==> config.mk <==
export PLATFORM = sky130hd
export DESIGN_NAME = trace_buffer
export DESIGN_NICKNAME = d
export VERILOG_FILES = /design/src/rtl/trace_pkg.sv /design/src/rtl/trace_ram.sv /design/src/rtl/trace_buffer.sv
export SDC_FILE = /design/constraint.sdc
export NUM_CORES = 1
export LEC_CHECK = 0
export CAP_MARGIN = 20
export CORE_MARGIN = 2
export CORE_UTILIZATION = 60
export DETAILED_ROUTE_END_ITERATION = 8
export GPL_TIMING_DRIVEN = 1
export MAX_ROUTING_LAYER = met4
export PLACE_DENSITY = 0.79
export SYNTH_ARGS = -nofsm -noshare
export SYNTH_HDL_FRONTEND = slang
export SYNTH_HIERARCHICAL = 1
export SYNTH_SLANG_ARGS = --single-unit
==> constraint.sdc <==
create_clock -name clk -period 6.23 [get_ports clk]
set_input_delay 1.869 -clock clk [delete_from_list [all_inputs] [get_ports clk]]
set_output_delay 1.869 -clock clk [all_outputs]
set_load 0.02 [all_outputs]
==> src/rtl/trace_pkg.sv <==
// Shared types and rd_data field layout for the execution trace buffer.
package trace_pkg;

   typedef enum logic [1:0] {
      IDLE  = 2'd0,
      ARMED = 2'd1,
      POST  = 2'd2,
      DONE  = 2'd3
   } state_t;

   // Entry layout, MSB first: {pc, inst, result, reg_write, mem_read, mem_write}
   localparam int MEM_WRITE_BIT = 0;
   localparam int MEM_READ_BIT  = 1;
   localparam int REG_WRITE_BIT = 2;
   localparam int RESULT_LSB    = 3;

   function automatic int ENTRY_W(input int data_w);
      return 3 * data_w + 3;
   endfunction

   function automatic int INST_LSB(input int data_w);
      return data_w + 3;
   endfunction

   function automatic int PC_LSB(input int data_w);
      return 2 * data_w + 3;
   endfunction

endpackage

==> src/rtl/trace_ram.sv <==
// Trace storage: register array, one synchronous write port, asynchronous read.
module trace_ram
   import trace_pkg::*;
#(
   parameter int DEPTH = 16,
   parameter int WIDTH = ENTRY_W(8)
) (
   input  logic                     clk,
   input  logic                     we,
   input  logic [$clog2(DEPTH)-1:0] waddr,
   input  logic [WIDTH-1:0]         wdata,
   input  logic [$clog2(DEPTH)-1:0] raddr,
   output logic [WIDTH-1:0]         rdata
);

   logic [WIDTH-1:0] mem [DEPTH];

   always_ff @(posedge clk) begin
      if (we) mem[waddr] <= wdata;
   end

   assign rdata = mem[raddr];

endmodule

==> src/rtl/trace_buffer.sv <==
// Circular execution-trace capture with PC-match trigger, post-trigger window
// and oldest-first valid/ready drain.
module trace_buffer
   import trace_pkg::*;
#(
   parameter int DATA_W    = 8,
   parameter int DEPTH     = 16,
   parameter int POST_TRIG = 4
) (
   input  logic                       clk,
   input  logic                       reset,
   input  logic                       enable,
   input  logic [DATA_W-1:0]          pc,
   input  logic [DATA_W-1:0]          inst,
   input  logic [DATA_W-1:0]          result,
   input  logic                       reg_write,
   input  logic                       mem_read,
   input  logic                       mem_write,
   input  logic                       arm,
   input  logic                       stop,
   input  logic                       trig_en,
   input  logic [DATA_W-1:0]          trig_pc,
   output logic                       rd_valid,
   input  logic                       rd_ready,
   output logic [ENTRY_W(DATA_W)-1:0] rd_data,
   output logic                       busy,
   output logic                       triggered,
   output logic                       wrapped
);

   localparam int AW = $clog2(DEPTH);
   localparam int CW = $clog2(DEPTH + 1);
   localparam int EW = ENTRY_W(DATA_W);

   state_t          state_reg, state_next;
   logic [AW-1:0]   wr_ptr_reg, wr_ptr_next, rd_ptr_reg, rd_ptr_next;
   logic [CW-1:0]   count_reg, count_next, post_cnt_reg, post_cnt_next;
   logic            triggered_reg, triggered_next, wrapped_reg, wrapped_next;
   logic            capture, trig_hit, full, pop;
   logic [EW-1:0]   wr_entry, rd_entry;

   assign capture  = (state_reg == ARMED || state_reg == POST) && enable;
   assign trig_hit = (state_reg == ARMED) && capture && trig_en && (pc == trig_pc);
   assign full     = (count_reg == CW'(DEPTH));
   assign pop      = rd_valid && rd_ready;

   always_comb begin
      wr_entry = '0;
      wr_entry[PC_LSB(DATA_W)   +: DATA_W] = pc;
      wr_entry[INST_LSB(DATA_W) +: DATA_W] = inst;
      wr_entry[RESULT_LSB       +: DATA_W] = result;
      wr_entry[REG_WRITE_BIT]              = reg_write;
      wr_entry[MEM_READ_BIT]               = mem_read;
      wr_entry[MEM_WRITE_BIT]              = mem_write;
   end

   trace_ram #(.DEPTH(DEPTH), .WIDTH(EW)) u_ram (
      .clk   (clk),
      .we    (capture),
      .waddr (wr_ptr_reg),
      .wdata (wr_entry),
      .raddr (rd_ptr_reg),
      .rdata (rd_entry)
   );

   always_ff @(posedge clk or negedge reset) begin
      if (!reset) state_reg <= IDLE;
      else        state_reg <= state_next;
   end

   always_comb begin
      state_next = state_reg;
      if (arm) begin
         state_next = ARMED;
      end else begin
         case (state_reg)
            ARMED: begin
               if (stop)          state_next = DONE;
               else if (trig_hit) state_next = (POST_TRIG == 0) ? DONE : POST;
            end
            POST: begin
               if (stop || (capture && post_cnt_reg == CW'(1))) state_next = DONE;
            end
            DONE: begin
               if (count_reg == '0 || (pop && count_reg == CW'(1))) state_next = IDLE;
            end
            default: ;
         endcase
      end
   end

   always_comb begin
      wr_ptr_next    = wr_ptr_reg;
      rd_ptr_next    = rd_ptr_reg;
      count_next     = count_reg;
      post_cnt_next  = post_cnt_reg;
      triggered_next = triggered_reg;
      wrapped_next   = wrapped_reg;
      if (arm) begin
         wr_ptr_next    = '0;
         count_next     = '0;
         triggered_next = 1'b0;
         wrapped_next   = 1'b0;
      end else begin
         if (capture) begin
            wr_ptr_next = wr_ptr_reg + AW'(1);
            if (full) wrapped_next = 1'b1;
            else      count_next   = count_reg + CW'(1);
         end
         // A trigger coinciding with stop still records the match.
         if (trig_hit) begin
            triggered_next = 1'b1;
            post_cnt_next  = CW'(POST_TRIG);
         end else if (state_reg == POST && capture) begin
            post_cnt_next = post_cnt_reg - CW'(1);
         end
         if (pop) begin
            rd_ptr_next = rd_ptr_reg + AW'(1);
            count_next  = count_reg - CW'(1);
         end
         // Oldest entry sits count slots behind the write pointer; a full
         // buffer (count==DEPTH) wraps to wr_ptr itself.
         if (state_next == DONE && state_reg != DONE)
            rd_ptr_next = wr_ptr_next - count_next[AW-1:0];
      end
   end

   always_ff @(posedge clk or negedge reset) begin
      if (!reset) begin
         wr_ptr_reg    <= '0;
         rd_ptr_reg    <= '0;
         count_reg     <= '0;
         post_cnt_reg  <= '0;
         triggered_reg <= 1'b0;
         wrapped_reg   <= 1'b0;
      end else begin
         wr_ptr_reg    <= wr_ptr_next;
         rd_ptr_reg    <= rd_ptr_next;
         count_reg     <= count_next;
         post_cnt_reg  <= post_cnt_next;
         triggered_reg <= triggered_next;
         wrapped_reg   <= wrapped_next;
      end
   end

   always_comb begin
      busy     = (state_reg == ARMED) || (state_reg == POST);
      rd_valid = (state_reg == DONE) && (count_reg != '0);
      rd_data  = rd_valid ? rd_entry : '0;
   end

   assign triggered = triggered_reg;
   assign wrapped   = wrapped_reg;

endmodule

Word-level counts from Yosys, hierarchy flattened
Memories as Yosys holds them, arrays and structs flattened.
Cells that the tools add are included.
Widths: inputs -> output; s select.
- $lt $le $gt $ge: 0
- reductions and logical operators: 25
- equality and inequality tests: 10
- div/mod/pow operators: 0
- multiplexer cells: 26
- bitwise logic cells: 1
- shift operators: 0
- $add $sub $neg: 6
- $mul: 0
- operators with widths (cell ; count):
    $mux 5 ; 7
    $mux 27 ; 1
    $mux 4 ; 5
    $eq 5x1->1 const B ; 2
    $logic_and 1x1->1 ; 10
    $mux 2 ; 5
    $reduce_bool 2->1 ; 5
    $sub 5x1->5 const B ; 2
    $add 4x1->4 const B ; 2
    $eq 8x8->1 ; 1
    $reduce_and 2->1 ; 4
    $mux 1 ; 7
    $eq 2x2->1 const B ; 3
    $pmux 2 s3 ; 1
    $add 5x1->5 const B ; 1
    $eq 5x5->1 const B ; 1
    $logic_not 5->1 ; 1
    $reduce_bool 5->1 ; 1
    $sub 4x4->4 ; 1
    $logic_or 1x1->1 ; 3
    $ne 3x2->1 const B ; 1
    $reduce_bool 3->1 ; 1
    $eq 2x1->1 const B ; 1
    $ne 2x2->1 const B ; 1
    $not 1->1 ; 1
- input bits: 42
- logic and storage cells: 77
- output and inout port bits: 31
- memories: 1
- register bits after elaboration: 22
- bits in latches: 0
- memory bits (writable): 432
- bits in read-only memories: 0
- memories (memory ; words ; width ; rd ports ; clocked after Yosys merged registers in ; write ports ; line ; text):
    u_ram.mem ; 16 ; 27 ; 1 ; 0 ; 1 ; trace_ram.sv:16 ; logic [WIDTH-1:0] mem [DEPTH];

Longest topological paths before layout
- depth after elaboration: 14
- gate-level depth with buffers: 14
- mapped depth without buffers: 13

Modules after synthesis
The synthesis kept the hierarchy.
- by module, submodules not included (module ; instances ; sequential area each (sq um) ; area an instance (sq um) ; cells an instance):
    trace_ram ; 1 ; 12972.4 ; 16353.2 ; 683
    trace_buffer ; 1 ; 550.5 ; 1791.7 ; 203

Worst setup path before layout
Ideal clock, no wire load.
- path kind: input to register
- start point: in enable
- end point: mem u_ram/mem[0][0] in the netlist's numbering, enable pin
- path buffers: 1
- path slack: 1021 ps
- required time: 5785 ps
- arrival time: 4764 ps
- library setup time: 445 ps
- stages on the path: 5
- path through: nand2_1 inv_1 clkbuf_1 or3b_2 nor3_1
- cells in the longest elaborated chain, start to end: 3
- RTL lines (what ; line ; text):
    start: declaration ; trace_buffer.sv:12 ; input logic enable,
    $logic_and 1x1->1 ; trace_buffer.sv:42 ; assign capture = (state_reg == ARMED || state_reg == POST) && enable;
    named net capture ; trace_buffer.sv:39 ; logic capture, trig_hit, full, pop;
    $mux 1 ; trace_ram.sv:19 ; if (we) mem[waddr] <= wdata;
    $mux 1 (implied by the code) ; trace_ram.sv:19 ;
    end: declaration ; trace_ram.sv:16 ;
The timed path passes the listed nets, and every way through them passes these cells.

Worst setup path after layout
- start point: reg rd_ptr_reg[0]
- end point: out rd_data[1]
- cells in the longest elaborated chain, start to end: 2
- RTL lines (what ; line ; text):
    start: declaration ; trace_buffer.sv:36 ; logic [AW-1:0] wr_ptr_reg, wr_ptr_next, rd_ptr_reg, rd_ptr_next;
    start signal: assignment ; trace_buffer.sv:138 ; rd_ptr_reg <= rd_ptr_next;
    $mem_v2 16x27 ; n/a ;
    named net rd_entry[1] ; trace_buffer.sv:40 ; logic [EW-1:0] wr_entry, rd_entry;
    $mux 27 ; trace_buffer.sv:149 ; rd_data = rd_valid ? rd_entry : '0;
    end: declaration ; trace_buffer.sv:25 ; output logic [ENTRY_W(DATA_W)-1:0] rd_data,
The timed path passes the listed nets, and every way through them passes these cells.

==> metrics.txt <==
# TYPE chip_impl_metric gauge
chip_impl_info{name="outcome",value="completed"} 1
chip_impl_metric{name="worstRegToRegCells",unit=""} 7
chip_impl_metric{name="fillCellCount",unit=""} 1739
chip_impl_info{name="kind_of_cell_with_the_highest_combined_delay_on_the_critical_path",value="buffers and inverters"} 1
chip_impl_metric{name="clock_insertion_delay_worst_skew",unit="ns"} 0.55
chip_impl_metric{name="holdPathStages",unit=""} 2
chip_impl_metric{name="critPathBufInv",unit=""} 2
chip_impl_metric{name="coreArea",unit="sq um"} 29720
chip_impl_metric{name="global_route_wire_length_before_repair",unit="microns"} 58040
chip_impl_metric{name="routed-via-count",unit=""} 9177
chip_impl_metric{name="finish.utilization",unit="%"} 70.48
chip_impl_metric{name="clkTransAtPathRegs",unit="ns"} 0.06
chip_impl_info{name="synth_top_family_by_area",value="multiplexers"} 1
chip_impl_metric{name="crit_fanout",unit=""} 45
chip_impl_metric{name="number_of_global_route_vias_before_repair",unit=""} 9350
chip_impl_metric{name="layout-drive-gt1-share",unit="%"} 24.34
chip_impl_metric{name="postCtsHoldBufs",unit=""} 0
chip_impl_metric{name="avgRoutedWirePerCell",unit="microns"} 27.61
chip_impl_metric{name="grt_start_max_net_pins",unit=""} 71
chip_impl_metric{name="static-leakage-power",unit="nW"} 6.942
chip_impl_metric{name="postSynthAreaPerCell",unit="sq um"} 20.48
chip_impl_metric{name="clock_sink_count",unit=""} 454
chip_impl_metric{name="mux_contribution_to_synthesized_area",unit="%"} 13.52
chip_impl_info{name="clock_tree_from_tritoncts",value="yes"} 1
chip_impl_metric{name="nNetsFinal",unit=""} 1048
chip_impl_metric{name="post_synth_fa_ha_maj_area_fraction",unit="%"} 1.145
chip_impl_metric{name="finalSetupTns",unit="ns"} 0
chip_impl_metric{name="maximum_capacitance_violations",unit=""} 0
chip_impl_metric{name="total_power",unit="W"} 0.007999
chip_impl_metric{name="r2r_setup_slack",unit="ns"} 2.89
chip_impl_metric{name="post_synth_instance_area",unit="sq um"} 18140
chip_impl_metric{name="number_of_library_cell_types_mapped_by_synthesis",unit=""} 53
chip_impl_metric{name="global_route.usage.total",unit="%"} 26.38
chip_impl_metric{name="design.die.area",unit="sq um"} 31650
chip_impl_metric{name="grt.overflow.total",unit=""} 0
chip_impl_metric{name="layout-area-overhead-vs-synth",unit="%"} 15.43
chip_impl_metric{name="largest_register_ff_count",unit=""} 432
chip_impl_metric{name="post_cts.repair.setup_buffers",unit=""} 0
chip_impl_info{name="grt_setup_unrepaired",value="no"} 1
chip_impl_info{name="cp_cell_sequence",value="buf_4, mux4_2, a22oi_1, nand2_1, and3_1, clkdlybuf4s50_1"} 1
chip_impl_info{name="cp_slowest_cell",value="dfrtp_4"} 1
chip_impl_metric{name="antenna_viol_nets_final",unit=""} 0
chip_impl_info{name="worst-setup-path-type",value="reg2out"} 1
chip_impl_metric{name="synthesis.instances",unit=""} 886
chip_impl_metric{name="starting_density_of_the_core",unit="%"} 61.06
chip_impl_metric{name="max_slew_margin",unit="%"} 23.24
chip_impl_metric{name="finClkSkew",unit="ns"} 0.01402
chip_impl_metric{name="place_congestion",unit=""} 0.7633
chip_impl_metric{name="ys_ff_latch",unit=""} 454
chip_impl_metric{name="yosys.area_share.simple",unit="%"} 4.124
chip_impl_metric{name="synth-compound-area-share",unit="%"} 4.068
chip_impl_metric{name="antenna-diode-count",unit=""} 0
chip_impl_metric{name="synth.yosys.warnings",unit=""} 6
chip_impl_info{name="worst_hold_startpoint",value="triggered"} 1
chip_impl_metric{name="worst_ep_required_time",unit="ns"} 4.36
chip_impl_metric{name="drt_iter0_markers",unit=""} 1123
chip_impl_metric{name="tightestPinTransition",unit="ns"} 1.151
chip_impl_metric{name="hold_ws",unit="ns"} 0.5138
chip_impl_metric{name="routed_wirelength",unit="microns"} 38910
chip_impl_metric{name="min_tclk_post_route",unit="ns"} 5.558
chip_impl_metric{name="worst_path_largest_cell_delay",unit="ns"} 0.97
chip_impl_metric{name="die_width",unit="microns"} 177.9
chip_impl_info{name="regToRegEndpoint",value="u_ram/mem[4][26]"} 1
chip_impl_metric{name="cts-buffers-inserted",unit=""} 44
chip_impl_metric{name="max_slew_violations",unit=""} 0
chip_impl_metric{name="placement_rows",unit=""} 63
chip_impl_metric{name="maxClockFrequency",unit="GHz"} 0.1799
chip_impl_metric{name="power.ir.vdd_worst",unit="uV"} 257.6
chip_impl_metric{name="clock_tree.htree_level_count",unit=""} 2
chip_impl_metric{name="detailed_place_hpwl",unit="microns"} 20820
chip_impl_metric{name="synth-xor-area-share",unit="%"} 1.014
chip_impl_metric{name="dpl_worst_slack",unit="ns"} 1.238
chip_impl_info{name="most_frequent_cells_in_the_layout",value="432 x edfxtp_1, 108 x mux4_2, 72 x clkdlybuf4s50_1"} 1
chip_impl_info{name="clock_root_buffer",value="clkbuf_16"} 1
chip_impl_metric{name="post-route-worst-setup-slack",unit="ns"} 0.6722
chip_impl_metric{name="critPathArrivalTime",unit="ns"} 3.69
chip_impl_metric{name="synth_sequential_area_ratio",unit="%"} 74.53
chip_impl_metric{name="first_pass_iters",unit=""} 5
chip_impl_metric{name="final_report_hold_violation_count",unit=""} 0
chip_impl_metric{name="synthesis.nets",unit=""} 944
chip_impl_info{name="crit_path_end_kind",value="output port"} 1
chip_impl_metric{name="timing.final.crit_share",unit="%"} 89.21
chip_impl_info{name="critPathLaunchType",value="flop"} 1
chip_impl_info{name="timing.hold.worst_endpoint",value="triggered"} 1
chip_impl_metric{name="initial_antenna_violation_count",unit=""} 0
chip_impl_metric{name="post_cts_gate_resize_count",unit=""} 0
chip_impl_info{name="critical_path.reg2reg.startpoint",value="state_reg[0]"} 1
chip_impl_info{name="min_path_type",value="reg2reg"} 1
chip_impl_metric{name="power-per-cell-area",unit="nW/um^2"} 381.9
chip_impl_metric{name="drc_errors",unit=""} 0
chip_impl_metric{name="clock_path_buffers",unit=""} 3
chip_impl_metric{name="die_y",unit="microns"} 177.9
chip_impl_info{name="layout.cells.most_common",value="edfxtp_1"} 1
chip_impl_metric{name="route.detailed.vias_per_inst",unit=""} 6.513
chip_impl_metric{name="io_port_bufs",unit=""} 72
chip_impl_metric{name="setup_violations",unit=""} 0
chip_impl_metric{name="ioPinCount",unit=""} 73
## report_power, final
group          switching (W)  internal (W)  total (W)
Sequential          0.000142       0.00349    0.00364
Combinational        0.00102      0.000811    0.00183
Clock                0.00106       0.00147    0.00253
## per-layer routing
metal  share of wire [%]  wire, microns  up-vias  GRT usage [%]
met5                   0              0        -              -
met4                 2.9           1138        0          8.367
met3                 8.1           3158       87          4.413
met2                  50          19630      469          42.55
met1                  38          14980     4746          34.98
li1                    -              -     3875              -
## worst register-to-register path: cells and delay by family, from the launching register on
kind          cells  cell delay [ns]
simple gates      3             1.45
buf+inv           3             0.80
flops             1             0.47
fa+ha+maj         1             0.31
## layout make-up
class	count	area [sq um]	share of cell area, %
tap	390	488.0	2.330
clock inverter	19	175.2	0.8363
clock buffer	56	1189	5.675
multi-input combinational	375	4454	21.27
sequential	454	13530	64.60
timing repair buffer	103	1064	5.078
inverter	12	45.04	0.2151
## cell usage after synthesis (all sizes together)
cell	n	area, sq um
edfxtp	432	12970
o21ai	9	45.04
or4b	1	13.76
nor4	4	40.04
nand2	36	137.6
o211ai	4	30.03
o21a	1	7.510
fa	1	20.02
mux4	108	2432
a21o	4	30.03
a22oi	54	505.5
and3	28	175.2
a211oi	2	15.01
xor2	9	78.83
clkbuf	22	85.08
nor2b	4	25.02
dfrtp	22	550.5
nand4	4	40.04
nor4b	1	8.760
inv	12	45.04
ha	15	187.7
nor3	13	65.06
xnor2	12	105.1
a31oi	2	12.51
a311oi	2	23.77
nand4b	1	8.760
nand2b	2	12.51
or2	2	15.02
a311o	2	20.02
and2	4	27.53
buf	23	161.4
nand3	6	35.03
nor3b	1	7.510
nand3b	3	22.52
or3b	1	8.760
a21oi	8	40.04
a211o	1	8.760
mux2i	2	20.02
nor2	28	105.1
## kinds of logic (layout without fill, tap and decap cells)
family          Yosys count  count (layout)
flops                   454             454
compound gates           89              89
xor+xnor                 21              21
fa+ha+maj                16              16
mux                     110             110
buf+inv                  57             190
simple gates            139             139
## worst max path at each step
stage	slack (ns)	startpoint	end	cells past startpoint
finish	0.67	rd_ptr_reg[0]	rd_data[1]	6
global route	0.44	rd_ptr_reg[0]	rd_data[1]	6
CTS	0.61	rd_ptr_reg[0]	rd_data[1]	6
detailed placement	1.24	rd_ptr_reg[0]	rd_data[1]	6
global placement	1.25	rd_ptr_reg[0]	rd_data[1]	6
floorplan	1.02	enable	u_ram/mem[0][0]	5
## metrics by stage
stage	cell area, sq um	cells
final	20950	1409
after global routing	20950	1409
after CTS	20870	1406
after detailed placement	19510	1331
after global placement	19480	1330
after floorplan	18140	886
Note: power is estimated with default switching activity, not from simulation.
